[src/rtl/rf_write_arbiter.sv]
// ============================================================================
// Module      : rf_write_arbiter
// Description : Owns the register file write port. It merges in-order
//               writeback with buffered long-latency results and tracks
//               pending destination registers for the hazard unit.
//               Define RF_WB_BYPASS_EN to let an idle-cycle long-latency
//               result skip the FIFO.
// Revision    : 1.0 - initial release
// ============================================================================
`default_nettype none

module rf_write_arbiter #(
  parameter int DEPTH = 4,
  parameter int DW    = 32,
  parameter int AW    = 5
) (
  input  logic                     CLK,
  input  logic                     nRST,
  input  logic                     wb_valid,
  input  logic [AW-1:0]            wb_sel,
  input  logic [DW-1:0]            wb_dat,
  input  logic                     lu_valid,
  output logic                     lu_ready,
  input  logic [AW-1:0]            lu_sel,
  input  logic [DW-1:0]            lu_dat,
  input  logic                     issue_valid,
  input  logic [AW-1:0]            issue_sel,
  input  logic [AW-1:0]            query_sel,
  output logic                     busy,
  output logic                     rf_WEN,
  output logic [AW-1:0]            rf_wsel,
  output logic [DW-1:0]            rf_wdat,
  output logic [$clog2(DEPTH):0]   fifo_count
);

  localparam int                 c_PTR_W = $clog2(DEPTH);
  localparam int                 c_NREG  = 1 << AW;
  localparam logic [c_PTR_W:0]   c_FULL  = (c_PTR_W+1)'(DEPTH);
  localparam logic [c_NREG-1:0]  c_R0_MASK = {{(c_NREG-1){1'b1}}, 1'b0};

  logic [DW-1:0]        r_fifo_dat [DEPTH];
  logic [AW-1:0]        r_fifo_sel [DEPTH];
  logic [c_PTR_W-1:0]   r_wptr;
  logic [c_PTR_W-1:0]   r_rptr;
  logic [c_PTR_W:0]     r_count;
  logic [c_NREG-1:0]    r_pending;
  logic                 r_wen;
  logic [AW-1:0]        r_wsel;
  logic [DW-1:0]        r_wdat;

  logic                 w_wb_win;
  logic                 w_fifo_empty;
  logic                 w_lu_acc;
  logic                 w_bypass;
  logic                 w_push;
  logic                 w_pop;
  logic                 w_wen;
  logic [AW-1:0]        w_wsel;
  logic [DW-1:0]        w_wdat;
  logic [c_NREG-1:0]    w_set;
  logic [c_NREG-1:0]    w_clr;
  logic [c_NREG-1:0]    w_pending_nxt;

  assign lu_ready     = (r_count < c_FULL);
  assign w_wb_win     = wb_valid && (wb_sel != '0);
  assign w_fifo_empty = (r_count == '0);
  assign w_lu_acc     = lu_valid && lu_ready;
  assign w_pop        = !w_wb_win && !w_fifo_empty;

`ifdef RF_WB_BYPASS_EN
  assign w_bypass = w_lu_acc && w_fifo_empty && !w_wb_win;
`else
  assign w_bypass = 1'b0;
`endif

  // Register 0 results complete the handshake but are never stored.
  assign w_push = w_lu_acc && (lu_sel != '0) && !w_bypass;

  always_comb begin
    w_wen  = 1'b0;
    w_wsel = '0;
    w_wdat = '0;
    w_clr  = '0;
    if (w_wb_win) begin
      w_wen  = 1'b1;
      w_wsel = wb_sel;
      w_wdat = wb_dat;
    end else if (w_pop) begin
      w_wen  = 1'b1;
      w_wsel = r_fifo_sel[r_rptr];
      w_wdat = r_fifo_dat[r_rptr];
      w_clr[r_fifo_sel[r_rptr]] = 1'b1;
    end else if (w_bypass && (lu_sel != '0)) begin
      w_wen  = 1'b1;
      w_wsel = lu_sel;
      w_wdat = lu_dat;
      w_clr[lu_sel] = 1'b1;
    end
  end

  always_comb begin
    w_set = '0;
    if (issue_valid && (issue_sel != '0)) begin
      w_set[issue_sel] = 1'b1;
    end
  end

  // Set is applied after clear so a same-cycle re-issue keeps the bit.
  assign w_pending_nxt = ((r_pending & ~w_clr) | w_set) & c_R0_MASK;

  always_ff @(posedge CLK or negedge nRST) begin
    if (!nRST) begin
      r_wptr    <= '0;
      r_rptr    <= '0;
      r_count   <= '0;
      r_pending <= '0;
      r_wen     <= 1'b0;
      r_wsel    <= '0;
      r_wdat    <= '0;
    end else begin
      r_pending <= w_pending_nxt;
      r_wen     <= w_wen;
      r_wsel    <= w_wsel;
      r_wdat    <= w_wdat;
      if (w_push) begin
        r_wptr <= r_wptr + c_PTR_W'(1);
      end
      if (w_pop) begin
        r_rptr <= r_rptr + c_PTR_W'(1);
      end
      case ({w_push, w_pop})
        2'b10:   r_count <= r_count + (c_PTR_W+1)'(1);
        2'b01:   r_count <= r_count - (c_PTR_W+1)'(1);
        default: r_count <= r_count;
      endcase
    end
  end

  always_ff @(posedge CLK) begin
    if (w_push) begin
      r_fifo_sel[r_wptr] <= lu_sel;
      r_fifo_dat[r_wptr] <= lu_dat;
    end
  end

  assign busy = r_pending[query_sel] ||
                (issue_valid && (issue_sel == query_sel) && (query_sel != '0));

  assign rf_WEN     = r_wen;
  assign rf_wsel    = r_wsel;
  assign rf_wdat    = r_wdat;
  assign fifo_count = r_count;

endmodule

`default_nettype wire

[config.mk]
export PLATFORM = sky130hd
export DESIGN_NAME = rf_write_arbiter
export DESIGN_NICKNAME = d
export VERILOG_FILES = /design/src/rtl/rf_write_arbiter.sv
export SDC_FILE = /design/constraint.sdc
export NUM_CORES = 1
export LEC_CHECK = 0
export ABC_AREA = 1
export CORE_AREA = 4 4 162 179
export CTS_BUF_LIST = sky130_fd_sc_hd__clkbuf_4 sky130_fd_sc_hd__clkbuf_8
export DETAILED_ROUTE_END_ITERATION = 10
export DIE_AREA = 0 0 166 183
export PLACE_DENSITY_LB_ADDON = 0.08
export SETUP_SLACK_MARGIN = 0.5
export SLEW_MARGIN = 20
export SYNTH_ARGS = -nofsm -noshare
export SYNTH_HDL_FRONTEND = slang
export SYNTH_SLANG_ARGS = --single-unit
[constraint.sdc]
create_clock -name CLK -period 4.2 [get_ports CLK]
set_input_delay 0.84 -clock CLK [delete_from_list [all_inputs] [get_ports CLK]]
set_output_delay 0.84 -clock CLK [all_outputs]
set_load 0.05 [all_outputs]
# ---- Word level (Yosys, flattened, before mapping)
# Memories as Yosys holds them, arrays and structs flattened.
# Index checks and enable logic that the tools add are counted.
dict set report classes {
  mux 18
  n_lt_le_gt_ge 6
  bitwise_logic 3
  addsub 4
  eq_ne 3
  mul 0
  shift 0
  n_reduce_logical 18
  div 0
}
# cell n
set op_table {}
lappend op_table {{$mux 32} 5}
lappend op_table {{$and 32x32->32} 1}
lappend op_table {{$not 32->32} 1}
lappend op_table {{$or 32x32->32} 1}
lappend op_table {{$reduce_bool 5->1} 4}
lappend op_table {{$lt 5x6->1 const B} 3}
lappend op_table {{$demux 1 s5} 2}
lappend op_table {{$ge 5x1->1 const B} 2}
lappend op_table {{$mux 5} 2}
lappend op_table {{$logic_and 1x1->1} 9}
lappend op_table {{$mux 1} 7}
lappend op_table {{$pmux 3 s2} 1}
lappend op_table {{$bmux 1 s5} 1}
lappend op_table {{$eq 5x5->1} 1}
lappend op_table {{$add 2x1->2 const B} 2}
lappend op_table {{$add 3x1->3 const B} 1}
lappend op_table {{$logic_not 3->1} 1}
lappend op_table {{$lt 3x3->1 const B} 1}
lappend op_table {{$sub 3x1->3 const B} 1}
lappend op_table {{$eq 2x1->1 const B} 1}
lappend op_table {{$eq 2x2->1 const B} 1}
lappend op_table {{$logic_not 1->1} 2}
lappend op_table {{$reduce_bool 2->1} 1}
lappend op_table {{$logic_or 1x1->1} 1}
dict set report totals {
  word_cells 61
  latch_bits 0
  memories 2
  input_bits 89
  rom_bits 0
  regBits 76
  ram_bits 148
}
# memory words word_bits read_ports rd_clocked_by_memory_dff wr line_no
set mem_list {}
lappend mem_list {r_fifo_dat 4 32 1 0 1 41} ;# logic [DW-1:0] r_fifo_dat [DEPTH];
lappend mem_list {r_fifo_sel 4 5 1 0 1 42} ;# logic [AW-1:0] r_fifo_sel [DEPTH];

# ---- Depth between registers and ports, before layout
# Gate-level depths: netlist of the first run.
# An unclocked memory read counts as a cell.
dict set report logic_depth {
  ltp_word 10
  mapped_depth 12
  mapped_depth_nobuf 11
}

# ---- Worst setup path after synthesis of the first run
# No wires, ideal clock.
dict set report synth_path {
  path_kind {reg-to-reg}
  startpoint {register r_count[2] (netlist: fifo_count[2])}
  endpoint {memory r_fifo_dat[0][0] (enable)}
  setup_time_ns 0.431
  n_path_buf 0
  arrival_time_ns 2.968
  required_time_ns 3.769
  stages_incl_launch_ff 4
  path_slack_ns 0.800
  period_less_slack_ns 3.400
  cell_sequence {dfrtp_1 -> inv_1 -> nand3_1 -> nor2_1}
}
dict set report synth_between {
  elab_chain_len 5
}
# element line_no
set synth_lines {}
lappend synth_lines {{from (decl)} 45} ;# logic [c_PTR_W:0] r_count;
lappend synth_lines {{from (signal assigned)} 132} ;# 2'b10: r_count <= r_count + (c_PTR_W+1)'(1);
lappend synth_lines {{from (signal assigned)} 133} ;# 2'b01: r_count <= r_count - (c_PTR_W+1)'(1);
lappend synth_lines {{from (signal assigned)} 134} ;# default: r_count <= r_count;
lappend synth_lines {{$lt 3x3->1} 64} ;# assign lu_ready = (r_count < c_FULL);
lappend synth_lines {{net lu_ready} 23} ;# output logic lu_ready,
lappend synth_lines {{$logic_and 1x1->1} 67} ;# assign w_lu_acc = lu_valid && lu_ready;
lappend synth_lines {{$logic_and 1x1->1} 77} ;# assign w_push = w_lu_acc && (lu_sel != '0) && !w_bypass;
lappend synth_lines {{$mux 1} 140} ;# if (w_push) begin
lappend synth_lines {{$mux 1 (implied by the code)} 142} ;# r_fifo_dat[r_wptr] <= lu_dat;
lappend synth_lines {{to (decl)} 41}
# The timed path passes the listed nets, and every way through them passes these cells.

# ---- Worst setup path in the final report of the first run
dict set report layout_path {
  startpoint {input port query_sel[1]}
  endpoint {output port busy}
}
dict set report layout_between {
  elab_chain_len 4
  elab_cells_between_ends 7
  classes_between {eq/ne: 1; mux: 2; reduce/logical: 4}
}
# element line_no
set layout_lines {}
lappend layout_lines {{from (decl)} 28} ;# input logic [AW-1:0] query_sel,
lappend layout_lines {{parallel branches: the longest is 3 deep, another holds $bmux 1 s5} n/a}
lappend layout_lines {{$logic_or 1x1->1 (*)} 146} ;# assign busy = r_pending[query_sel] ||
lappend layout_lines {{to (decl)} 29} ;# output logic busy,
# Mark *: on every way between the ends. The select of a mux whose other input is x is not followed.

==> reports/metrics.csv, run 1 <==
stage,metric,value,unit
status,status,completed,
power,total_leakage_power,4.79,nW
timing,whs,0.444,ns
yosys,yosysMostFrequentCell,nand2_1,
detailed_routing,met1_length,10.8,mm
worst_setup_path,cp.required,3.36,ns
placement,gp_congestion,0.847,
yosys,ys_ff_latch,224,
worst_setup_path,crit_start,query_sel[1],
detailed_routing,drtPass1Iterations,6,
cts,cts-htree-levels,2,
power,total_power,0.00813,W
yosys,synth_nets,982,
detailed_routing,highest_layer,met5,
cts,clk_pin_slew,0.06,ns
cts,insertion_delay,0.52,ns
cells_and_area,layout-drive-gt1-share,0.119,
worst_setup_path,r2r_end,r_pending[30],
yosys,seq_area_frac_synth,0.675,
floorplanning,core,27000,um2
timing,finalHoldViolations,0,
cells_and_area,syn_to_final_growth,27.2,%
detailed_routing,wl_met2,12.1,mm
worst_setup_path,start_kind,primary input,
worst_setup_path,ff2ff_path_depth,10,
cells_and_area,regArea,6350,um2
grt,grt_max_degree,67,
timing,min_period,3.27,ns
power,irDropWorstVdd,0.275,mV
cts,cts_root_buffer,clkbuf_8,
grt,groute.usage.overall,0.159,
detailed_routing,num_vias,6746,
timing,finalMaxSlewViolations,0,
placement,numPortBuffers,131,
timing,tns,0,ns
yosys,synth_area_leaders,"edfxtp_1 (47%), dfrtp_1 (20%), nand2_1 (10%), nand3_1 (4.2%), o21ai_0 (3.8%)",
cts,hold_buffers,0,
floorplanning,rows,63,
grt,antenna_found_initial,2,
yosys,yosysTopAreaCell,edfxtp_1,
power,p_per_area,680,nW/um2
worst_setup_path,regToRegSetupSlack,1.83,ns
cts,cts_resized,0,
detailed_routing,wl_per_cell,17.2,um
timing,fmax,306,MHz
grt,grt_pass1_wl,38.5,mm
timing,post-route-period-util,0.778,
floorplanning,dieArea,30400,um2
yosys,yosysUniqueCellTypes,35,
worst_setup_path,setup.worst_path.end_class,primary output,
yosys,syn_inst,887,
yosys,synthSimpleGateAreaFrac,0.205,
cts,cts_tree,built,
yosys,synthArstFlopShare,0.339,
run,max_cap_violations,0,
timing,fin_ws,0.933,ns
placement,post-dp-hpwl,15.0,mm
yosys,synth_compound_area_frac,0.0636,
grt,gr-total-overflow,0,
cts,numCtsBuffers,40,
cells_and_area,final_cells,1426,
worst_setup_path,r2r_start,r_rptr[0],
timing,fin_worst_skew,0.0111,ns
timing,setup_viol,0,
floorplanning,start_util,0.348,
yosys,synth-main-ff-cell,edfxtp_1,
yosys,synth_top_family_by_area,simple AND/OR/NAND/NOR gates,
hold_path,worstHoldPathType,in -> async,
floorplanning,io_pins,132,
yosys,synthTopCellsByCount,"nand2_1 (256), edfxtp_1 (148), nor2_1 (81)",
worst_setup_path,worst-setup-path-type,in -> out,
floorplanning,die_h,183,um
yosys,avgSynthCellArea,10.6,um2
worst_setup_path,path_max_fanout,10,
cts,cts_buffer_depth,3,
timing,rsz0062_at_grt,false,
detailed_routing,drtIter0Drc,288,
placement,place_ws,0.948,ns
yosys,synth_fa_ha_area_frac,0.00879,
yosys,ys_warn_count,0,
placement,placedCellCount,1352,
timing,slew_headroom,0.393,
detailed_routing,avgViaCountPerCell,4.73,
yosys,netlist_area,9400,um2
cells_and_area,multi_input_area,2680,um2
detailed_routing,wl,24.5,mm
detailed_routing,remaining_drc_errors,0,
grt,grt_pass1_vias,6962,
yosys,yosysTopAreaCellShare,0.473,
yosys,synth_edf_count,148,
timing,tightestPinTransition,0.910,ns
cells_and_area,fin_nets,1132,
cts,cts.sinks,224,
worst_setup_path,crit_path_end,busy,
detailed_routing,dr_wl_met3,1.22,mm
yosys,synth-xor-area-share,0.00466,
worst_setup_path,cp.arrival,2.43,ns
yosys,synthMuxAreaShare,0,
cts,post_cts_buffers,0,
detailed_routing,drtAntennaViolNets,0,
cells_and_area,n_fill_cell,2633,
floorplanning,fp.dieW,166,um
[where the power goes]
group | switching (W) | leakage [nW] | internal, W | total [W]
combinational | 0.00205 | 2.08 | 0.000912 | 0.00296
clock | 0.000859 | 0.450 | 0.00119 | 0.00205
sequential | 0.000228 | 2.26 | 0.00288 | 0.00311
total | 0.00314 | 4.79 | 0.00499 | 0.00813
[layout make-up]
type                            count  area share
Tap cell                          357      0.0374
Inverter                           56      0.0177
Multi-Input combinational cell    568       0.224
Clock buffer                       69      0.0669
Antenna cell                        1    0.000209
Clock inverter                      4     0.00199
Sequential cell                   224       0.531
Timing Repair Buffer              147       0.121
[through the flow]
stage,utilization,area (um2)
after global routing,0.442,12000
final,0.442,12000
after floorplan,-,9400
after detailed placement,0.412,11100
after global placement,0.412,11100
after CTS,0.442,12000
[flip-flops by register name (all words and copies together), names as in the netlist]
name	cells
rf_wdat	32
r_fifo_dat	128
r_wptr	2
r_pending	31
r_fifo_sel	20
rf_wsel	5
rf_WEN	1
fifo_count	3
r_rptr	2
[placed cells by master, fill, tap and decap left out, types with 8 or more instances in the layout]
cell type,count
dfrtp_1,75
nor2_4,8
nand3_1,78
edfxtp_1,148
o22ai_1,33
nor2_2,9
buf_4,16
nand2_1,256
o21ai_0,71
clkdlybuf4s50_1,128
clkbuf_4,24
inv_1,49
clkbuf_8,45
nor2_1,77
[per-layer routing]
layer	global-route usage	up-vias
met1	0.199	3252
met3	0.0371	34
met4	0.0393	2
met5	0	-
li1	-	3301
met2	0.281	157
[worst max-delay path: stages]
cell and delay [ns]:
clkdlybuf4s50_1 0.46, buf_4 0.17, clkinv_1 0.23, nand3_1 0.16, nand3_1 0.09, nand3_1 0.09
nand3_1 0.07, nand2_1 0.07, nand2_1 0.08, buf_12 0.16
[how the worst min path moves through the flow]
stage	startpoint	to	slack, ns	cells past startpoint
floorplan	r_pending[13]	r_pending[13]	0.44	2
CTS	nRST	rf_wdat[20]	0.46	1
global route	r_pending[4]	r_pending[4]	0.49	2
global placement	r_pending[7]	r_pending[7]	0.45	2
finish	nRST	rf_wdat[26]	0.44	1
detailed placement	r_pending[15]	r_pending[15]	0.46	2
[logic make-up after synthesis]
family                   Yosys count
AO/OA/AOI/OAI                    110
adder cells (fa/ha/maj)            6
flip-flops                       224
XOR/XNOR                           5
AND/OR/NAND/NOR                  447
buffers and inverters             95
Power figures use the tool's default switching activity.
==> run 2: changes to the inputs <==
- clock period: 4.2 -> 2.6 ns (I/O delays scaled with it)
==> reports/metrics.csv, run 2 (same netlist as run 1, synthesis figures left out) <==
stage,metric,value,unit
worst_setup_path,critPathBufInv,3,
placement,post-dp-hpwl,16.1,mm
status,status,completed,
cells_and_area,antenna_cells,0,
run,max_cap_violations,0,
floorplanning,fp.dieW,166,um
worst_setup_path,path_delay_family,buffers and inverters,
timing,tightestPinTransition,0.523,ns
cts,cts-htree-levels,2,
worst_setup_path,setup.worst_path.end_class,primary output,
cts,cts_tree,built,
timing,finalMaxSlewViolations,0,
floorplanning,dieArea,30400,um2
cells_and_area,layout.cells.most_common,nand2_1,
timing,min_period,2.14,ns
power,p_sw_frac,0.390,
power,internal-power,0.00798,W
cts,numCtsBuffers,40,
worst_setup_path,slowest_delay,0.29,ns
power,p_per_area,1080,nW/um2
worst_setup_path,crit_cells,9,
detailed_routing,avgViaCountPerCell,4.73,
timing,setup_viol,0,
cells_and_area,fin_nets,1151,
cells_and_area,syn_to_final_growth,29.4,%
detailed_routing,wl_per_cell,17.4,um
worst_setup_path,worst-setup-path-type,in -> out,
grt,grt_pass1_vias,7274,
floorplanning,core,27000,um2
floorplanning,die_h,183,um
placement,numPortBuffers,131,
timing,post-route-period-util,0.824,
hold_path,hold-path-cell-count,2,
timing,tns,0,ns
worst_setup_path,start_kind,primary input,
cells_and_area,final_area,12200,um2
placement,dpl_cell_area,11300,um2
power,irDropWorstVdd,0.470,mV
detailed_routing,drtAntennaViolNets,0,
power,p_comb_frac,0.367,
detailed_routing,drtPass1Iterations,4,
worst_setup_path,path_common_cell,nand3_1,
cells_and_area,layout-drive-gt1-share,0.143,
grt,grt_pass1_wl,39.9,mm
cells_and_area,n_fill_cell,2638,
grt,gr-total-overflow,0,
timing,slew_headroom,0.653,
grt,groute.usage.overall,0.166,
detailed_routing,remaining_drc_errors,0,
worst_setup_path,cp.required,2.08,ns
detailed_routing,wl,25.0,mm
cts,insertion_delay,0.52,ns
hold_path,worstHoldPathType,reg -> reg,
cts,cts.sinks,224,
worst_setup_path,ff2ff_path_depth,8,
cells_and_area,regMostFlops,r_fifo_dat,
grt,grt_max_degree,47,
cts,cts_buffer_depth,3,
worst_setup_path,cp.arrival,1.62,ns
timing,fin_worst_skew,0.0238,ns
floorplanning,rows,63,
cells_and_area,final_cell_mix,"nand2_1 (255), edfxtp_1 (148), nor2_1 (77), clkdlybuf4s50_1 (77), nand3_1 (75)",
worst_setup_path,slowest_stage,dlygate4sd2_1,
worst_setup_path,path_cells,dlygate4sd2_1 > buf_6 > nand3_1 > nand3_1 > nand3_1 > nand3_1 > nand2_1 > nand2_2 > buf_12,
cts,clk_pin_slew,0.05,ns
floorplanning,start_util,0.348,
timing,fmax,467,MHz
detailed_routing,drtIter0Drc,365,
cells_and_area,largest_reg_flops,128,
worst_setup_path,path_max_fanout,9,
grt,antenna_found_initial,2,
power,p_sw,0.00510,W
power,total_leakage_power,4.98,nW
timing,finalHoldViolations,0,
detailed_routing,num_vias,6831,
placement,gp_congestion,0.824,
power,p_seq_frac,0.382,
timing,rsz0062_at_grt,true,
floorplanning,io_pins,132,
power,p_clk_frac,0.252,
cts,cts_root_buffer,clkbuf_8,
==> run 2: changes by cell type in the layout (fill, tap and decap cells not counted), moves of 5 or more <==
cell,before,now
buf_4,16,27
clkdlybuf4s50_1,128,77
dlygate4sd2_1,0,47
inv_1,49,44
==> run 2: what timing repair did <==
action,CTS,global route
hold endpoints to repair,30,0
gates resized for setup,60,7
buffers inserted,0,1
hold buffers,1,0
gates cloned,1,0
pin swaps,0,6
setup endpoints to repair,43,1
==> run 2: power groups by stage <==
stage                     registers, W  logic, W  clock network (W)
final                          0.00499   0.00480            0.00329
after global routing           0.00507   0.00533            0.00361
after CTS                      0.00501   0.00491            0.00341
after detailed placement       0.00507   0.00508                  0
after global placement         0.00508   0.00505                  0
after floorplan                0.00586   0.00251                  0
==> run 2: per-layer routing <==
layer | global-route usage | vias up | part of all wire
met4 | 0.0640 | 4 | 0.031
met5 | 0 | - | 0.0014
li1 | - | 3344 | -
met2 | 0.292 | 152 | 0.50
met3 | 0.0410 | 50 | 0.052
met1 | 0.197 | 3281 | 0.41
==> run 2: metrics by stage <==
| stage | std cells | utilization | setup slack (ns) | total power [W] | hold slack, ns |
|---|---|---|---|---|---|
| after CTS | 1442 | 0.449 | 0.321 | 0.0133 | 0.469 |
| after global placement | 1368 | 0.420 | 0.0608 | 0.0101 | 0.457 |
| after global routing | 1443 | 0.450 | 0.294 | 0.0140 | 0.481 |
| final | 1443 | 0.450 | 0.459 | 0.0131 | 0.471 |
| after floorplan | 887 | - | 0.270 | 0.00837 | 0.224 |
| after detailed placement | 1368 | 0.420 | 0.0253 | 0.0102 | 0.462 |
==> run 2: layout make-up <==
type,count,area [um2],share of cell area
well taps,357,447,0.0367
repair buffers,165,1590,0.130
clock buffers,63,748,0.0615
inverters,56,226,0.0186
repair inverters,1,7.51,0.000617
flip-flops and latches,224,6350,0.522
multi-input cells,568,2720,0.224
clock inverters,9,70.1,0.00576
==> run 2: path summary, 6_finish.rpt <==
check,start,to,slack (ns)
worst max-delay path,query_sel[1],busy,0.46
worst min-delay path,r_pending[4],r_pending[4],0.47
worst max register to register,r_rptr[1],r_pending[19],0.75
worst min register to register,r_pending[4],r_pending[4],0.47
max in group asynchronous,nRST,r_rptr[1],1.49
min in group asynchronous,nRST,rf_wdat[14],0.49
==> run 2: worst reg2reg max path: cells and delay by family (launching register included) <==
kind          cells  cell delay (ns)
flops             1             0.47
simple gates      7             0.90
buf+inv           1             0.36
==> run 3: changes to the inputs <==
- clock period: 2.6 -> 1.9 ns (I/O delays scaled with it)
==> reports/metrics.csv, run 3 (same netlist as run 1, synthesis figures left out) <==
stage,metric,value,unit
placement,numPortBuffers,131,
timing,slew_headroom,0.670,
worst_setup_path,slowest_stage,clkdlybuf4s50_1,
placement,gp_congestion,0.834,
power,p_per_area,1550,nW/um2
power,total_power,0.0232,W
placement,place_ws,-0.382,ns
cts,cts_root_buffer,clkbuf_8,
floorplanning,start_util,0.348,
worst_setup_path,cp.arrival,1.65,ns
status,status,finished with violations,
timing,finalHoldViolations,0,
cells_and_area,regMostFlops,r_fifo_dat,
cells_and_area,fin_nets,1260,
timing,min_period,2.03,ns
cells_and_area,final_util,0.554,
status,violations,setup timing,
timing,setup_viol,1,
worst_setup_path,path_max_fanout,2,
cells_and_area,antenna_cells,0,
timing,fin_ws,-0.130,ns
worst_setup_path,slowest_delay,0.51,ns
timing,finalMaxSlewViolations,0,
hold_path,hp-start,lu_sel[4],
floorplanning,core,27000,um2
cts,cts.sinks,224,
floorplanning,io_pins,132,
cts,insertion_delay,0.54,ns
placement,post-dp-hpwl,16.6,mm
cts,cts-htree-levels,2,
power,total_leakage_power,6.20,nW
hold_path,holdPathEnd,r_fifo_sel[3][4],
worst_setup_path,setup.worst_path.end_class,primary output,
grt,groute.usage.overall,0.190,
detailed_routing,drtAntennaViolNets,0,
cells_and_area,final_area,15000,um2
worst_setup_path,path_cells,clkdlybuf4s50_1 > xnor2_1 > o221ai_1 > nor2_1 > nand3_1 > nand2_4 > buf_12,
cells_and_area,largest_reg_flops,128,
worst_setup_path,r2r_start,fifo_count[2],
timing,post-route-period-util,1.07,
power,p_clk_frac,0.190,
cells_and_area,layout.cells.most_common,nand2_1,
detailed_routing,wl,30.5,mm
detailed_routing,remaining_drc_errors,0,
floorplanning,die_h,183,um
cells_and_area,layout-drive-gt1-share,0.380,
cts,numCtsBuffers,40,
detailed_routing,wl_per_cell,19.7,um
worst_setup_path,cp.required,1.52,ns
timing,whs,0.211,ns
cells_and_area,final_cell_mix,"nand2_1 (197), edfxtp_1 (148), clkdlybuf4s50_1 (81)",
floorplanning,fp.dieW,166,um
worst_setup_path,critPathBufInv,2,
grt,grt_pass1_vias,7670,
detailed_routing,drtPass1Iterations,4,
worst_setup_path,ff2ff_path_depth,8,
floorplanning,dieArea,30400,um2
power,p_sw_frac,0.397,
cts,clk_pin_slew,0.07,ns
cells_and_area,syn_to_final_growth,59.5,%
detailed_routing,num_vias,7551,
worst_setup_path,regToRegSetupSlack,0.17,ns
grt,gr-total-overflow,0,
power,internal-power,0.0140,W
worst_setup_path,path_delay_family,buffers and inverters,
power,irDropWorstVdd,0.697,mV
run,max_cap_violations,0,
cells_and_area,n_fill_cell,2307,
cts,cts_tree,built,
timing,rsz0062_at_grt,true,
grt,antenna_found_initial,0,
detailed_routing,avgViaCountPerCell,4.86,
worst_setup_path,start_kind,primary input,
timing,fmax,493,MHz
grt,grt_pass1_wl,44.7,mm
floorplanning,rows,63,
timing,tightestPinTransition,0.495,ns
hold_path,hold-path-cell-count,2,
cts,cts_buffer_depth,3,
grt,grt_max_degree,35,
power,p_seq_frac,0.301,
hold_path,worstHoldPathType,in -> reg,
worst_setup_path,worst-setup-path-type,in -> out,
power,p_comb_frac,0.509,
placement,dpl_cell_area,11700,um2
power,p_sw,0.00921,W
worst_setup_path,r2r_end,r_fifo_dat[0][17],
timing,fin_worst_skew,0.0148,ns
detailed_routing,drtIter0Drc,459,
[run 3: cell type report]
| type | count | area [um2] | area share |
|---|---|---|---|
| Clock buffer | 65 | 744 | 0.0497 |
| Clock inverter | 8 | 42.5 | 0.00284 |
| Timing Repair Buffer | 275 | 3540 | 0.236 |
| Sequential cell | 224 | 6350 | 0.424 |
| Multi-Input combinational cell | 568 | 3610 | 0.241 |
| Tap cell | 357 | 447 | 0.0298 |
| Inverter | 56 | 251 | 0.0168 |
[run 3: through the flow]
step,cells,TNS [ns]
5_1_grt,1553,-0.253
3_3_place_gp,1403,-30.01
6_report,1553,-0.130
4_1_cts,1542,-0.154
2_1_floorplan,887,-44.85
3_5_place_dp,1403,-34.06
[run 3: timing repair]
action                                  in CTS  in global routing
hold buffers                                 1                  0
gates resized for setup                    383                231
pin swaps                                   40                145
gates cloned                                23                  8
setup buffers                               42                  3
endpoints found under the setup margin     260                263
endpoints found under the hold margin       44                  0
[run 3: worst max-delay path by stage]
stage | to | startpoint | slack [ns] | cells after the start
final | busy | issue_sel[3] | -0.13 | 7
after CTS | busy | r_pending[17] | -0.15 | 9
after detailed placement | fifo_count[2] | wb_sel[4] | -0.38 | 12
after global routing | busy | r_pending[5] | -0.25 | 9
after floorplan | fifo_count[2] | fifo_count[2] | -0.43 | 11
after global placement | fifo_count[2] | wb_sel[4] | -0.35 | 12
[run 3: power groups by stage]
stage / sequential [W] / combinational, W / clock, W
CTS: 0.00689 / 0.00991 / 0.00454
global route: 0.00708 / 0.0126 / 0.00481
finish: 0.00699 / 0.0118 / 0.00442
global placement: 0.00692 / 0.00720 / 0
floorplan: 0.00801 / 0.00345 / 0
detailed placement: 0.00691 / 0.00723 / 0
[run 3: per-layer routing]
layer,part of all wire,vias to the layer above,track usage
li1,-,3594,-
met1,0.41,3703,0.239
met2,0.52,202,0.337
met3,0.044,52,0.0360
met4,0.021,0,0.0525
met5,0,-,0
